<file path="src/rtl/key_conditioner.sv">
// Four-lane pushbutton conditioner: 2-flop synchronizer, per-lane debounce counter, registered level/press/release.
// Optional auto-repeat of PRESS while held is built when KEY_AUTOREPEAT_EN is defined.
module key_conditioner #(
   parameter int DEBOUNCE_CYCLES = 500000,
   parameter int HOLD_CYCLES     = 25000000,
   parameter int REPEAT_CYCLES   = 5000000,
   parameter int COUNT_BITS      = 25
) (
   input  logic       CLK,
   input  logic       RST,
   input  logic [3:0] KEY,
   output logic [3:0] LEVEL,
   output logic [3:0] PRESS,
   output logic [3:0] RELEASE
);

   localparam logic [COUNT_BITS-1:0] DEB_TC  = COUNT_BITS'(DEBOUNCE_CYCLES - 1);
   localparam logic [COUNT_BITS-1:0] CNT_ONE = COUNT_BITS'(1);

   if ((DEBOUNCE_CYCLES < 1) || ((DEBOUNCE_CYCLES >>> COUNT_BITS) != 0) ||
       (HOLD_CYCLES < 1)     || ((HOLD_CYCLES >>> COUNT_BITS) != 0) ||
       (REPEAT_CYCLES < 1)   || ((REPEAT_CYCLES >>> COUNT_BITS) != 0)) begin : g_bad_params
      $error("key_conditioner: cycle parameter out of range for COUNT_BITS");
   end

   logic [3:0]            sync1;
   logic [3:0]            sync2;
   logic [3:0]            pressed_s;
   logic [3:0]            accept;
   logic [COUNT_BITS-1:0] deb_cnt [4];

   assign pressed_s = ~sync2;

   // A lane accepts on the edge where its counter already shows DEBOUNCE_CYCLES-1 mismatching cycles.
   always_comb begin
      accept = '0;
      for (int i = 0; i < 4; i++) begin
         accept[i] = (pressed_s[i] != LEVEL[i]) && (deb_cnt[i] == DEB_TC);
      end
   end

   always_ff @(posedge CLK) begin
      if (RST) begin
         sync1   <= '1;
         sync2   <= '1;
         LEVEL   <= '0;
         RELEASE <= '0;
         for (int i = 0; i < 4; i++) begin
            deb_cnt[i] <= '0;
         end
      end else begin
         sync1   <= KEY;
         sync2   <= sync1;
         LEVEL   <= LEVEL ^ accept;
         RELEASE <= accept & LEVEL;
         for (int i = 0; i < 4; i++) begin
            if ((pressed_s[i] == LEVEL[i]) || accept[i]) begin
               deb_cnt[i] <= '0;
            end else begin
               deb_cnt[i] <= deb_cnt[i] + CNT_ONE;
            end
         end
      end
   end

`ifdef KEY_AUTOREPEAT_EN
   localparam logic [COUNT_BITS-1:0] HOLD_TC = COUNT_BITS'(HOLD_CYCLES - 1);
   localparam logic [COUNT_BITS-1:0] REP_TC  = COUNT_BITS'(REPEAT_CYCLES - 1);

   logic [COUNT_BITS-1:0] hold_cnt [4];
   logic [3:0]            repeating;
   logic [3:0]            rep_fire;

   // The hold counter restarts on every emitted pulse; the first interval is HOLD, later ones REPEAT.
   always_comb begin
      rep_fire = '0;
      for (int i = 0; i < 4; i++) begin
         rep_fire[i] = LEVEL[i] && !accept[i] &&
                       (hold_cnt[i] == (repeating[i] ? REP_TC : HOLD_TC));
      end
   end

   always_ff @(posedge CLK) begin
      if (RST) begin
         PRESS     <= '0;
         repeating <= '0;
         for (int i = 0; i < 4; i++) begin
            hold_cnt[i] <= '0;
         end
      end else begin
         PRESS <= (accept & ~LEVEL) | rep_fire;
         for (int i = 0; i < 4; i++) begin
            if (!LEVEL[i] || accept[i] || rep_fire[i]) begin
               hold_cnt[i] <= '0;
            end else begin
               hold_cnt[i] <= hold_cnt[i] + CNT_ONE;
            end
            if (!LEVEL[i] || accept[i]) begin
               repeating[i] <= 1'b0;
            end else if (rep_fire[i]) begin
               repeating[i] <= 1'b1;
            end
         end
      end
   end
`else
   always_ff @(posedge CLK) begin
      if (RST) begin
         PRESS <= '0;
      end else begin
         PRESS <= accept & ~LEVEL;
      end
   end
`endif

endmodule

</file>
<file path="config.mk">
export PLATFORM = sky130hd
export DESIGN_NAME = key_conditioner
export DESIGN_NICKNAME = d
export VERILOG_FILES = /design/src/rtl/key_conditioner.sv
export SDC_FILE = /design/constraint.sdc
export NUM_CORES = 1
export LEC_CHECK = 0
export ABC_AREA = 0
export CAP_MARGIN = 25
export CORE_MARGIN = 2
export CORE_UTILIZATION = 45
export CTS_CLUSTER_SIZE = 10
export DETAILED_ROUTE_END_ITERATION = 8
export GPL_TIMING_DRIVEN = 1
export SYNTH_ARGS = -nofsm -noshare
export SYNTH_HDL_FRONTEND = slang
export SYNTH_SLANG_ARGS = --single-unit
export TNS_END_PERCENT = 30
</file>
<file path="constraint.sdc">
create_clock -name CLK -period 2.2 [get_ports CLK]
set_input_delay 0.33 -clock CLK [delete_from_list [all_inputs] [get_ports CLK]]
set_output_delay 0.33 -clock CLK [all_outputs]
set_load 0.005 [all_outputs]
</file>
==> impl_results.md, run 1 <==
- Result of the run: complete, no violations
- Antenna Diode Count: 0
- Clock buffers created by TritonCTS: 17
- Per-cell via count in the routed design: 5.18
- Hold worst-path end: sync2[3]
- Io pins: 18
- Sequential area share after synthesis: 53.4%
- CTS tree: yes
- WL/cell: 13.2 um
- Reg clk slew, reported paths: 0.05 ns
- Reg2reg end: deb_cnt[2][4]
- Max FO, Critical Path: 7
- Unrepaired setup endpoints after global routing: yes
- Worst reg2reg startpoint: deb_cnt[2][14]
- Clock latency at the later pin of the worst-skew pair: 0.42 ns
- Number of flops mapped to enable cells by yosys: 100
- Most used flip-flop cell after synthesis: sky130_fd_sc_hd__edfxtp_1
- Start point of the worst hold path: sync1[3]
- Number of synthesis warnings: 0
- Mapped Area: 0.00638 mm2
- Static power due to leakage: 2.75 nW
- Largest family of logic cells by synthesized area: simple AND/OR/NAND/NOR gates
- Cell area after placement: 0.00731 mm2
- Via total after detailed routing: 4922
- I/O Buffers: 17
- Number of standard cells after synthesis: 615
- Complex-gate fraction of the synthesized area: 7.52%
- Final worst clock skew: 0.00778 ns
- Crit path kind: register to register
- Commonest cells after routing, fill and taps aside: 100 x sky130_fd_sc_hd__edfxtp_1, 100 x sky130_fd_sc_hd__conb_1, 73 x sky130_fd_sc_hd__nor2_1
- Via count of the first global-routing pass: 4764
- Overall die area: 0.0151 mm2
- Final weighted congestion in routability-driven placement: 0.815
- Top achievable clock speed: 461 MHz
- Slowest cell on the critical path: sky130_fd_sc_hd__or4_1
- Post-layout min period: 2.17 ns
- Number of antenna violations at the first check in global routing: 0
- Die X: 123 um
- Half-perimeter wire length after detailed placement: 8900 um
- Number of flip-flops and latches in the synthesized netlist: 120
- Fin crit share: 98.6%
- Area overhead of the layout relative to synthesis: 24.1%
- Peak supply drop: 0.535 mV
- Power Total: 5.51 mW
- GR Overflow Total: 0
- Count of final max-slew check failures: 0
- Adder and majority gate portion of the synthesized area: 2.35%
- Number of cells on the worst reg-to-reg path: 5
- FILL cells: 1215
- Number of nets in the finished design: 775
- Power Density: 696 mW/mm2
- Count of cell instances traversed by the critical path: 5
- Worst EP arrival: 2.34 ns
- First-pass GRT wire length: 21200 um
- Post-synthesis simple-gate area fraction: 25.8%
- Total instance count after detailed placement: 916
- Sort of element at the end of the critical path: register
- Cell breakdown of the critical path: or4_1 > or4_4 > o21ai_4 > clkbuf_16 > nor2_1
- Final total negative setup slack: 0 ns
- Syn Area/Cell: 10.4 um2
- Buf/Inv on CP: 1
- Detailed-routing iteration count for the pre-antenna-repair pass: 5
- Worst Setup Start Kind: register
- Share of synthesized area spent on multiplexers: 0.471%
- Deepest level of the CTS H-tree: 4
- Fin. Hold Viols: 0
- Yosys cell types: 38
- Pin count of the biggest net entering global routing: 23
- Iter 0 DRT Violations: 396
- Required time worst endpoint: 2.37 ns
- Xor/xnor share of the synthesized area: 7.55%
- Hold crit path type: register to register
- Reported max-cap violation count: 0
- Starting density of the core: 45.9%
- Fraction of layout instances using a drive strength above 1: 11.2%
- Family with the most delay on the worst path: simple AND/OR/NAND/NOR gates
- Reg2reg setup slack: 0.03 ns
- Area of the placeable core: 0.0139 mm2
- Final design area excluding fillers: 0.00791 mm2
- Number of standard cells in the final layout excluding fillers: 950
- Proportion of register bits with asynchronous set or reset after synthesis: 0%
- Detailed-route DRC error count: 0
- Total length of routed wires: 12600 um
- Setup violators final: 0
- Chip Height: 123 um
- GRT Total Usage: 17.9%
- Worst Hold Depth: 1
- Routed Antenna Nets: 0
- CTS max path bufs: 2
- Number of clock sinks: 120
- Std-Cell Rows: 43
- Maximum single-stage delay on the critical path: 0.52 ns
- Clock root buffer: sky130_fd_sc_hd__clkbuf_16
worst reg2reg max path, delay by kind of cell (launching register included):
kind	cells	cell delay, ns
flops	1	0.40
buf+inv	1	0.21
compound gates	1	0.29
simple gates	3	1.03
cell families (layout without fill, tap and decap cells):
| kind of cell | Yosys count | in the layout |
|---|---|---|
| xor gates and xnor gates | 55 | 55 |
| adders and majority gates | 12 | 12 |
| AOI/OAI and AO/OA | 83 | 83 |
| DFF | 120 | 120 |
| muxes | 3 | 3 |
| and+or+nand+nor | 297 | 297 |
| other | 1 | 100 |
| buffers and inverters | 44 | 100 |
area by class of cell:
cell class              instances  area, um2  area share (%)
flip-flops and latches        120       3400            43.0
multi-input cells             550       3190            40.4
repair buffers                 52        475            6.01
clock buffers                  21        450            5.69
well taps                     180        225            2.85
clock inverters                11        105            1.33
inverters                      16       60.1           0.759
how the worst max path moves through the flow:
stage | start | slack (ns) | to
floorplan | deb_cnt[2][19] | 0.04 | deb_cnt[2][19]
global placement | deb_cnt[2][19] | 0.06 | LEVEL[2]
finish | deb_cnt[2][14] | 0.03 | deb_cnt[2][4]
CTS | deb_cnt[2][19] | -0.001 | LEVEL[2]
detailed placement | deb_cnt[2][19] | 0.008 | LEVEL[2]
global route | deb_cnt[2][14] | -0.02 | deb_cnt[2][4]
registers in the layout (all words and copies together) (netlist names):
register,cells
PRESS,4
RELEASE,4
LEVEL,4
sync1,4
sync2,4
deb_cnt,100
per-layer routing:
metal / track usage (%) / vias to the layer above / routed length, um
met2: 28.9 / 64 / 5920
met3: 4.29 / 22 / 379
li1: - / 2483 / -
met4: 8.81 / 0 / 280
met1: 22.6 / 2353 / 5980
met5: 0 / - / 0
Yosys cell counts, types with 2 or more instances:
| master | count | share of area [%] |
|---|---|---|
| sky130_fd_sc_hd__a21oi_1 | 38 | 3.0 |
| sky130_fd_sc_hd__and2_1 | 4 | 0.39 |
| sky130_fd_sc_hd__and3_1 | 11 | 1.1 |
| sky130_fd_sc_hd__and4_1 | 10 | 1.4 |
| sky130_fd_sc_hd__buf_2 | 4 | 0.31 |
| sky130_fd_sc_hd__buf_6 | 2 | 0.35 |
| sky130_fd_sc_hd__clkbuf_1 | 22 | 1.3 |
| sky130_fd_sc_hd__dfxtp_1 | 20 | 6.3 |
| sky130_fd_sc_hd__edfxtp_1 | 100 | 47 |
| sky130_fd_sc_hd__ha_1 | 12 | 2.4 |
| sky130_fd_sc_hd__inv_1 | 16 | 0.94 |
| sky130_fd_sc_hd__mux2i_1 | 3 | 0.47 |
| sky130_fd_sc_hd__nand2_1 | 35 | 2.1 |
| sky130_fd_sc_hd__nand3_1 | 30 | 2.4 |
| sky130_fd_sc_hd__nand4_1 | 32 | 3.1 |
| sky130_fd_sc_hd__nand4b_1 | 2 | 0.27 |
| sky130_fd_sc_hd__nor2_1 | 73 | 4.3 |
| sky130_fd_sc_hd__nor2b_1 | 9 | 0.88 |
| sky130_fd_sc_hd__nor3_1 | 12 | 0.94 |
| sky130_fd_sc_hd__nor4_1 | 13 | 1.3 |
| sky130_fd_sc_hd__nor4b_1 | 5 | 0.69 |
| sky130_fd_sc_hd__o21ai_0 | 23 | 1.8 |
| sky130_fd_sc_hd__o31ai_1 | 19 | 2.2 |
| sky130_fd_sc_hd__or2_2 | 10 | 0.98 |
| sky130_fd_sc_hd__or3_1 | 24 | 2.4 |
| sky130_fd_sc_hd__or4_1 | 20 | 2.4 |
| sky130_fd_sc_hd__or4_4 | 2 | 0.35 |
| sky130_fd_sc_hd__xnor2_1 | 23 | 3.2 |
| sky130_fd_sc_hd__xor2_1 | 32 | 4.4 |
repair_timing:
item                                    in CTS  in global routing
hold buffers                                 0                  0
endpoints found under the setup margin       2                 22
setup buffers                                0                  1
gates cloned                                 0                  1
gates resized for setup                      0                  4
pin swaps                                    1                  5
metrics by stage:
step	worst slack [ns]	hold WS, ns	util, %
floorplan	0.0411	0.389	-
global placement	0.0607	0.393	52.6
detailed placement	0.00802	0.396	52.6
CTS	-0.00118	0.407	56.6
global route	-0.0157	0.421	57.0
finish	0.0302	0.406	57.0
power by group:
group / internal, mW / switching (mW)
clock: 1.67 / 0.977
sequential: 2.55 / 0.0898
combinational: 0.0934 / 0.125
Note: power is estimated with default switching activity, not from simulation.
==> run 2: changes to the inputs <==
Settings changed: CTS_CLUSTER_SIZE 10 to 28.
==> results of run 2 <==
No change in the layout: final DEF, timing and power equal those of run 1.
==> run 3: changes to the inputs <==
Settings changed: CAP_MARGIN 25 to 30, CORE_MARGIN 2 to unset.
==> impl_results.md, run 3 (synthesized netlist as in run 1, its figures left out) <==
- Routed Antenna Nets: 0 (unchanged)
- CTS tree: yes
- Worst Hold Depth: 1 (unchanged)
- Iter 0 DRT Violations: 280 (-29%)
- Result of the run: complete, no violations
- Worst Setup Start Kind: register
- Clock buffers created by TritonCTS: 17 (unchanged)
- Static power due to leakage: 2.70 nW (-1.7%)
- First-pass GRT wire length: 20200 um (-4.7%)
- Reg2reg setup slack: 0.01 ns (-0.02 ns)
- Sort of element at the end of the critical path: register
- Deepest level of the CTS H-tree: 4 (unchanged)
- Worst slack, placed: 0.0167 ns (+0.00872 ns)
- Number of nets in the finished design: 768 (-0.90%)
- Fraction of layout instances using a drive strength above 1: 9.70% (-1.5 points)
- Setup violators final: 0 (unchanged)
- Reg2reg end: deb_cnt[2][23]
- Number of antenna violations at the first check in global routing: 0 (unchanged)
- Overall die area: 0.0146 mm2 (-3.2%)
- Std-Cell Rows: 43 (unchanged)
- Peak supply drop: 0.460 mV (-14%)
- Antenna Diode Count: 0 (unchanged)
- Final weighted congestion in routability-driven placement: 0.818 (+0.44%)
- Via total after detailed routing: 4851 (-1.4%)
- FILL cells: 1224 (+0.74%)
- Commonest cells after routing, fill and taps aside: 100 x sky130_fd_sc_hd__edfxtp_1, 100 x sky130_fd_sc_hd__conb_1, 73 x sky130_fd_sc_hd__nor2_1
- Die X: 121 um (-1.6%)
- Starting density of the core: 46.1% (+0.18 points)
- WL/cell: 12.7 um (-4.2%)
- Clock root buffer: sky130_fd_sc_hd__clkbuf_16
- Fin. Hold Viols: 0 (unchanged)
- Half-perimeter wire length after detailed placement: 8520 um (-4.2%)
- Max FO, Critical Path: 25 (+18)
- Reported max-cap violation count: 0 (unchanged)
- Per-cell via count in the routed design: 5.14 (-0.71%)
- Io pins: 18 (unchanged)
- Required time worst endpoint: 2.35 ns (-0.02 ns)
- Count of final max-slew check failures: 0 (unchanged)
- Total length of routed wires: 11900 um (-4.9%)
- Hold worst-path end: sync2[3]
- Met2 usage in global routing: 28.7% (-0.15 points)
- Number of cells on the worst reg-to-reg path: 5 (unchanged)
- CTS max path bufs: 2 (unchanged)
- Worst EP arrival: 2.34 ns (about the same)
- Detailed-routing iteration count for the pre-antenna-repair pass: 4 (-1)
- Flip-flop count of the largest register, all copies and words added: 100 (unchanged)
- Via count of the first global-routing pass: 4494 (-5.7%)
- GR Overflow Total: 0 (unchanged)
- Power Density: 707 mW/mm2 (+1.6%)
- Most flops, register: deb_cnt
- Final worst clock skew: 0.00651 ns (-0.00127 ns)
- Area overhead of the layout relative to synthesis: 23.0%
- Met1 Track Usage GR: 21.9% (-0.74 points)
- Pin count of the biggest net entering global routing: 27 (+17%)
- Area of the placeable core: 0.0138 mm2 (-0.39%)
- Total instance count after detailed placement: 911 (-0.55%)
- Post-layout min period: 2.19 ns (+0.0174 ns)
- Number of clock sinks: 120 (unchanged)
- Detailed-route DRC error count: 0 (unchanged)
- Unrepaired setup endpoints after global routing: yes
- Clock latency at the later pin of the worst-skew pair: 0.41 ns (about the same)
- Met3 layer usage reported by global route: 4.75% (+0.46 points)
- Number of standard cells in the final layout excluding fillers: 943 (-0.74%)
- Most heavily used metal layer in global routing: met2
- Start point of the worst hold path: sync1[3]
- I/O Buffers: 17 (unchanged)
- Top achievable clock speed: 457 MHz (-0.80%)
- Crit path kind: register to register
- Hold crit path type: register to register
- GRT Total Usage: 17.6% (-0.33 points)
- Worst-case setup margin in the final layout: 0.0128 ns (-0.0174 ns)
- Reg clk slew, reported paths: 0.05 ns (about the same)
- Chip Height: 121 um (-1.6%)
- Fin crit share: 99.4% (+0.79 points)
- Worst reg2reg startpoint: deb_cnt[2][19]
-- run 3: worst max-delay path by stage --
stage / startpoint / end / slack [ns]
6_report: deb_cnt[2][19] / deb_cnt[2][23] / 0.01
4_1_cts: deb_cnt[2][14] / deb_cnt[2][23] / 0.006
3_5_place_dp: deb_cnt[2][19] / deb_cnt[2][23] / 0.02
2_1_floorplan: deb_cnt[2][19] / deb_cnt[2][19] / 0.04
5_1_grt: deb_cnt[2][19] / deb_cnt[2][17] / -0.03
3_3_place_gp: deb_cnt[2][19] / LEVEL[2] / 0.09
-- run 3: through the flow --
step                      cell area (um2)  setup TNS, ns  util (%)  hold WS [ns]  total power [mW]
after floorplan                      6750              0         -         0.389              2.81
after global placement               7270              0      52.6         0.397              2.88
after detailed placement             7270              0      52.6         0.396              2.89
after CTS                            7840              0      56.7         0.404              5.61
after global routing                 7840         -0.543      56.7         0.411              5.74
final                                7840              0      56.7         0.402              5.55
-- run 3: cell type report --
type	count	area (um2)	area share (%)
Timing Repair Buffer	45	405	5.17
Multi-Input combinational cell	550	3180	40.5
Tap cell	180	225	2.87
Sequential cell	120	3400	43.4
Clock inverter	12	133	1.69
Clock buffer	20	437	5.57
Inverter	16	60.1	0.766
-- run 3: power breakdown --
group | switching (mW) | total (mW) | leakage [nW] | internal (mW)
sequential | 0.0930 | 2.64 | 1.19 | 2.55
combinational | 0.118 | 0.204 | 1.23 | 0.0862
clock | 0.946 | 2.70 | 0.277 | 1.75
total | 1.16 | 5.55 | 2.70 | 4.39
-- run 3: worst max-delay path, cell delays in order, from the launching register on --
cell                       delay, ns
sky130_fd_sc_hd__edfxtp_1       0.39
sky130_fd_sc_hd__or4_1          0.54
sky130_fd_sc_hd__or4_4          0.56
sky130_fd_sc_hd__o21ai_4        0.19
sky130_fd_sc_hd__buf_12         0.19
sky130_fd_sc_hd__a21oi_1        0.06
-- run 3: repair_timing --
item                       CTS  global route
hold buffers                 0             0
buffers inserted             0             0
setup endpoints to repair    0            28
gates resized for setup      0             1
-- run 3: per-layer routing --
metal / wire length (um) / part of all wire [%]
met5: 0 / 0
met2: 5790 / 48
met3: 332 / 2.8
met4: 205 / 1.7
met1: 5610 / 47
==> RTL edit 1, RTL diff (flow settings as in run 1) <==
Change the parameter `COUNT_BITS` from 25 to 50.
--- a/src/rtl/key_conditioner.sv
+++ b/src/rtl/key_conditioner.sv
@@ -6,3 +6,3 @@
    parameter int REPEAT_CYCLES   = 5000000,
-   parameter int COUNT_BITS      = 25
+   parameter int COUNT_BITS      = 50
 ) (
Function: same outputs for any inputs over 10 cycles, from zero or initial values and one cycle with RST high; that may be too few to reach the edited logic, so the function may still have changed.
==> RTL edit 1 against run 1 <==
The run now ends with setup timing left; global-route usage rose by 1.3 points; power increased by 73%; hold slack lost 0.044 ns; setup slack got worse by 0.034 ns; sequential cell count rose by 100; area after synthesis grew 91%; routed wire length increased by 120%; final area up 100%; critical endpoint is now deb_cnt[1][46]; largest cell class is now multi-input gates; highest routed layer unchanged.
==> RTL edit 1: results (changes against run 1) <==
CP Max Fanout - 6 (-1)
Fin worst setup slack - -0.003731 ns (-0.03398 ns)
Slowest CP cell - or4_4
Metal2 WL - 13350 um (+130%)
H-tree levels - 1 (-3)
Clock Path Buffers - 3 (+1)
ClkCell Share - 5.002% (-2.0 points)
Worst slack, placed - -0.04227 ns (-0.05029 ns)
Placed cell area - 14800 um2 (+100%)
Post-synth EDFFs - 200 (+100%)
Nets - 1627 (+110%)
Core ar. - 26730 um2 (+93%)
Leakage - 5.674 nW (+110%)
Clock buffers - 47 (+120%)
Gr usage total - 19.18% (+1.3 points)
Post-CTS setup buffers - 4 (+4)
Synth Area in Adders - 1.234% (-1.1 points)
Finish-stage setup viols - 1 (+1)
Met1 Track Usage GR - 26.09% (+3.5 points)
Dominant cells by area after synthesis - edfxtp_1, nor2_1, xor2_1, xnor2_1, nand4_1
Num CTS Buffers - 27 (+10)
Class of the worst hold path - primary input to register
Buffering overhead - 11.51% (+5.5 points)
Sequential power - 4.88 mW (+85%)
Multiplexer share of the synthesized area - 0% (-0.47 points)
# clock sinks - 220 (+83%)
Largest net degree at the start of global routing - 51 (+120%)
Complex-gate fraction of the synthesized area - 4.009% (-3.5 points)
Flop pwr share - 51.1% (+3.2 points)
Clk network pwr share - 42.7% (-5.4 points)
GRT met3 Usage - 2.736% (-1.6 points)
Violated checks - setup timing
Mean Syn Cell Area - 10.07 um2 (-2.9%)
Outcome - finished with violations
Fillers - 2323 (+91%)
Met3 Routed Length - 1017 um (+170%)
DR WL/cell - 14.13 um (+6.9%)
Multi-input combinational area share - 40.73% (+0.38 points)
Final std cells w/o fill - 1971 (+110%)
Commonest cells in the netlist - edfxtp_1, nor2_1, nand4_1
Final RePlAce weighted congestion - 0.8287 (+1.7%)
Bufs w/o clock - 225 (+330%)
Reg area - 6406 um2 (+88%)
Drt initial violations - 620 (+57%)
Setup Skew - 0.01551 ns (+0.007727 ns)
Detailed placement HPWL - 19380 um (+120%)
CP max stage delay - 0.47 ns (-0.05 ns)
Comb_multi_in - 1115 (+100%)
First-pass GRT wire length - 45480 um (+110%)
DP Cell Count - 1901 (+110%)
-- RTL edit 1: cell count changes in the layout (fill, tap and decap cells not counted), moves of 12 or more --
cell	delta
xor2_1	+49
nand4_1	+53
nand3_1	+49
nand2_1	+23
nor3_1	+18
nor4_2	+26
clkbuf_1	+13
buf_4	+162
edfxtp_1	+100
conb_1	+100
clkbuf_16	+12
xnor2_1	+48
nor4_1	+29
nor2_1	+112
-- RTL edit 1: worst min path at each step --
| stage | from | to | slack, ns | cells past startpoint |
|---|---|---|---|---|
| 6_report | KEY[3] | sync1[3] | 0.36 | 2 |
| 5_1_grt | KEY[3] | sync1[3] | 0.34 | 2 |
| 4_1_cts | KEY[3] | sync1[3] | 0.34 | 2 |
| 3_5_place_dp | sync1[2] | sync2[2] | 0.40 | 1 |
| 3_3_place_gp | sync1[1] | sync2[1] | 0.39 | 1 |
| 2_1_floorplan | sync1[0] | sync2[0] | 0.39 | 1 |
==> RTL edit 2, RTL diff (settings of run 1) <==
Without the edit above. The output `RELEASE` loses its register stage (`RELEASE` becomes a continuous assignment).
--- a/src/rtl/key_conditioner.sv
+++ b/src/rtl/key_conditioner.sv
@@ -46,3 +46,2 @@
          LEVEL   <= '0;
-         RELEASE <= '0;
          for (int i = 0; i < 4; i++) begin
@@ -54,3 +53,2 @@
          LEVEL   <= LEVEL ^ accept;
-         RELEASE <= accept & LEVEL;
          for (int i = 0; i < 4; i++) begin
@@ -64,2 +62,4 @@
    end
+
+   assign RELEASE = accept & LEVEL;
 
Check against the original RTL: same outputs for any inputs over 10 cycles, from zero or initial values and one cycle with RST high; that may be too few to reach the edited logic, so the function may still have changed.
==> RTL edit 2 against run 1 <==
The run now ends with setup timing left; count of clock-buffer cells in the layout stayed put; setup slack got worse by 0.72 ns; sequential cell count fell by 4; die area fell by 1.2%; routed wire length up 9.3%; non-clock buffer count up 102; sequential power fell by 4%; final area increased by 11%; power is 1.2% lower; clock skew shrank 0.0028 ns; area after synthesis is 1.2% lower; critical path type is now register to primary output; highest routed layer unchanged.
==> RTL edit 2: results (changes against run 1) <==
Synth Area in Adders - 2.383% (+0.029 points)
Outcome - finished with violations
Fillers - 1211 (-0.33%)
Post-Synth XOR/XNOR Area - 7.925% (+0.37 points)
Layout cells sized above 1 - 24.48% (+13 points)
GRT met3 Usage - 4.647% (+0.36 points)
Multiplexer share of the synthesized area - 0.4767% (+0.0057 points)
RR Startpoint - deb_cnt[2][11]
Final hold slack - 0.4018 ns (-0.004544 ns)
Commonest cells in the netlist - edfxtp_1, nor2_1, nand3_1
Slowest CP cell - or4_4
Mean Syn Cell Area - 10.46 um2 (+0.94%)
Metal-1 WL - 6092 um (+1.8%)
Vias/cell - 5.139 (-0.81%)
Leakage - 3.237 nW (+18%)
Drt initial violations - 340 (-14%)
Post-CTS sizing - 49 (+49)
CP max stage delay - 0.54 ns (+0.02 ns)
Sequential share of cell area - 37.96% (-5.0 points)
Final RePlAce weighted congestion - 0.8533 (+4.7%)
Crit path kind - register to primary output
Bufs w/o clock - 154 (+200%)
Synth cell types - 47 (+24%)
FF-to-FF setup slack - -0.32 ns (-0.35 ns)
Setup Skew - 0.004999 ns (-0.002780 ns)
Comb_multi_in - 545 (-0.91%)
M2 GR Usage - 33.96% (+5.1 points)
PwrDens - 621.6 nW/um2 (-11%)
Violated checks - setup timing
Yosys reg bits - 116 (-3.3%)
DP Cell Count - 998 (+9.0%)
ClkCell Share - 6.232% (-0.79 points)
Placed cell area - 7930 um2 (+8.5%)
Multi-input combinational area share - 38.34% (-2.0 points)
Crit path DAT - 2.56 ns (+0.22 ns)
Detailed placement HPWL - 9864 um (+11%)
Fin worst setup slack - -0.6868 ns (-0.7171 ns)
Vias in the first global route - 5295 (+11%)
Complex-gate fraction of the synthesized area - 7.666% (+0.15 points)
Worst slack, placed - -0.5969 ns (-0.6049 ns)
Inverters - 15 (-1)
Metal2 WL - 6912 um (+17%)
Met1 Track Usage GR - 23.96% (+1.3 points)
End point of the critical path - RELEASE[2]
Gr usage total - 19.69% (+1.8 points)
Buffering overhead - 14.25% (+8.2 points)
Routed wire length - 13730 um (+9.3%)
CP Max Fanout - 2 (-5)
Finish-stage setup viols - 30 (+30)
==> RTL edit 2: cell types whose count changed in the layout (fill, tap and decap cells not counted), moves of 4 or more <==
cell / run 1 / this run
clkdlybuf4s50_1: 17 / 13
a21oi_1: 37 / 33
nor2b_1: 9 / 4
or3_1: 24 / 15
buf_6: 0 / 9
o21ai_0: 23 / 16
nand2_1: 35 / 29
ha_4: 0 / 5
dfxtp_1: 20 / 16
buf_4: 32 / 130
and4_1: 10 / 15
ha_1: 12 / 6
nand3_1: 30 / 36
==> RTL edit 2: report_power, final <==
part	leakage [nW]	total (mW)	switching [mW]	internal [mW]
registers	1.16	2.53	0.0529	2.48
clock network	0.263	2.55	0.961	1.59
logic	1.81	0.364	0.189	0.175
==> RTL edit 2: stage by stage <==
step	setup TNS, ns	power, mW
2_1_floorplan	-0.09733	2.736
3_3_place_gp	-3.940	2.898
3_5_place_dp	-5.296	2.908
4_1_cts	-6.517	5.479
5_1_grt	-10.63	5.647
6_report	-8.333	5.441
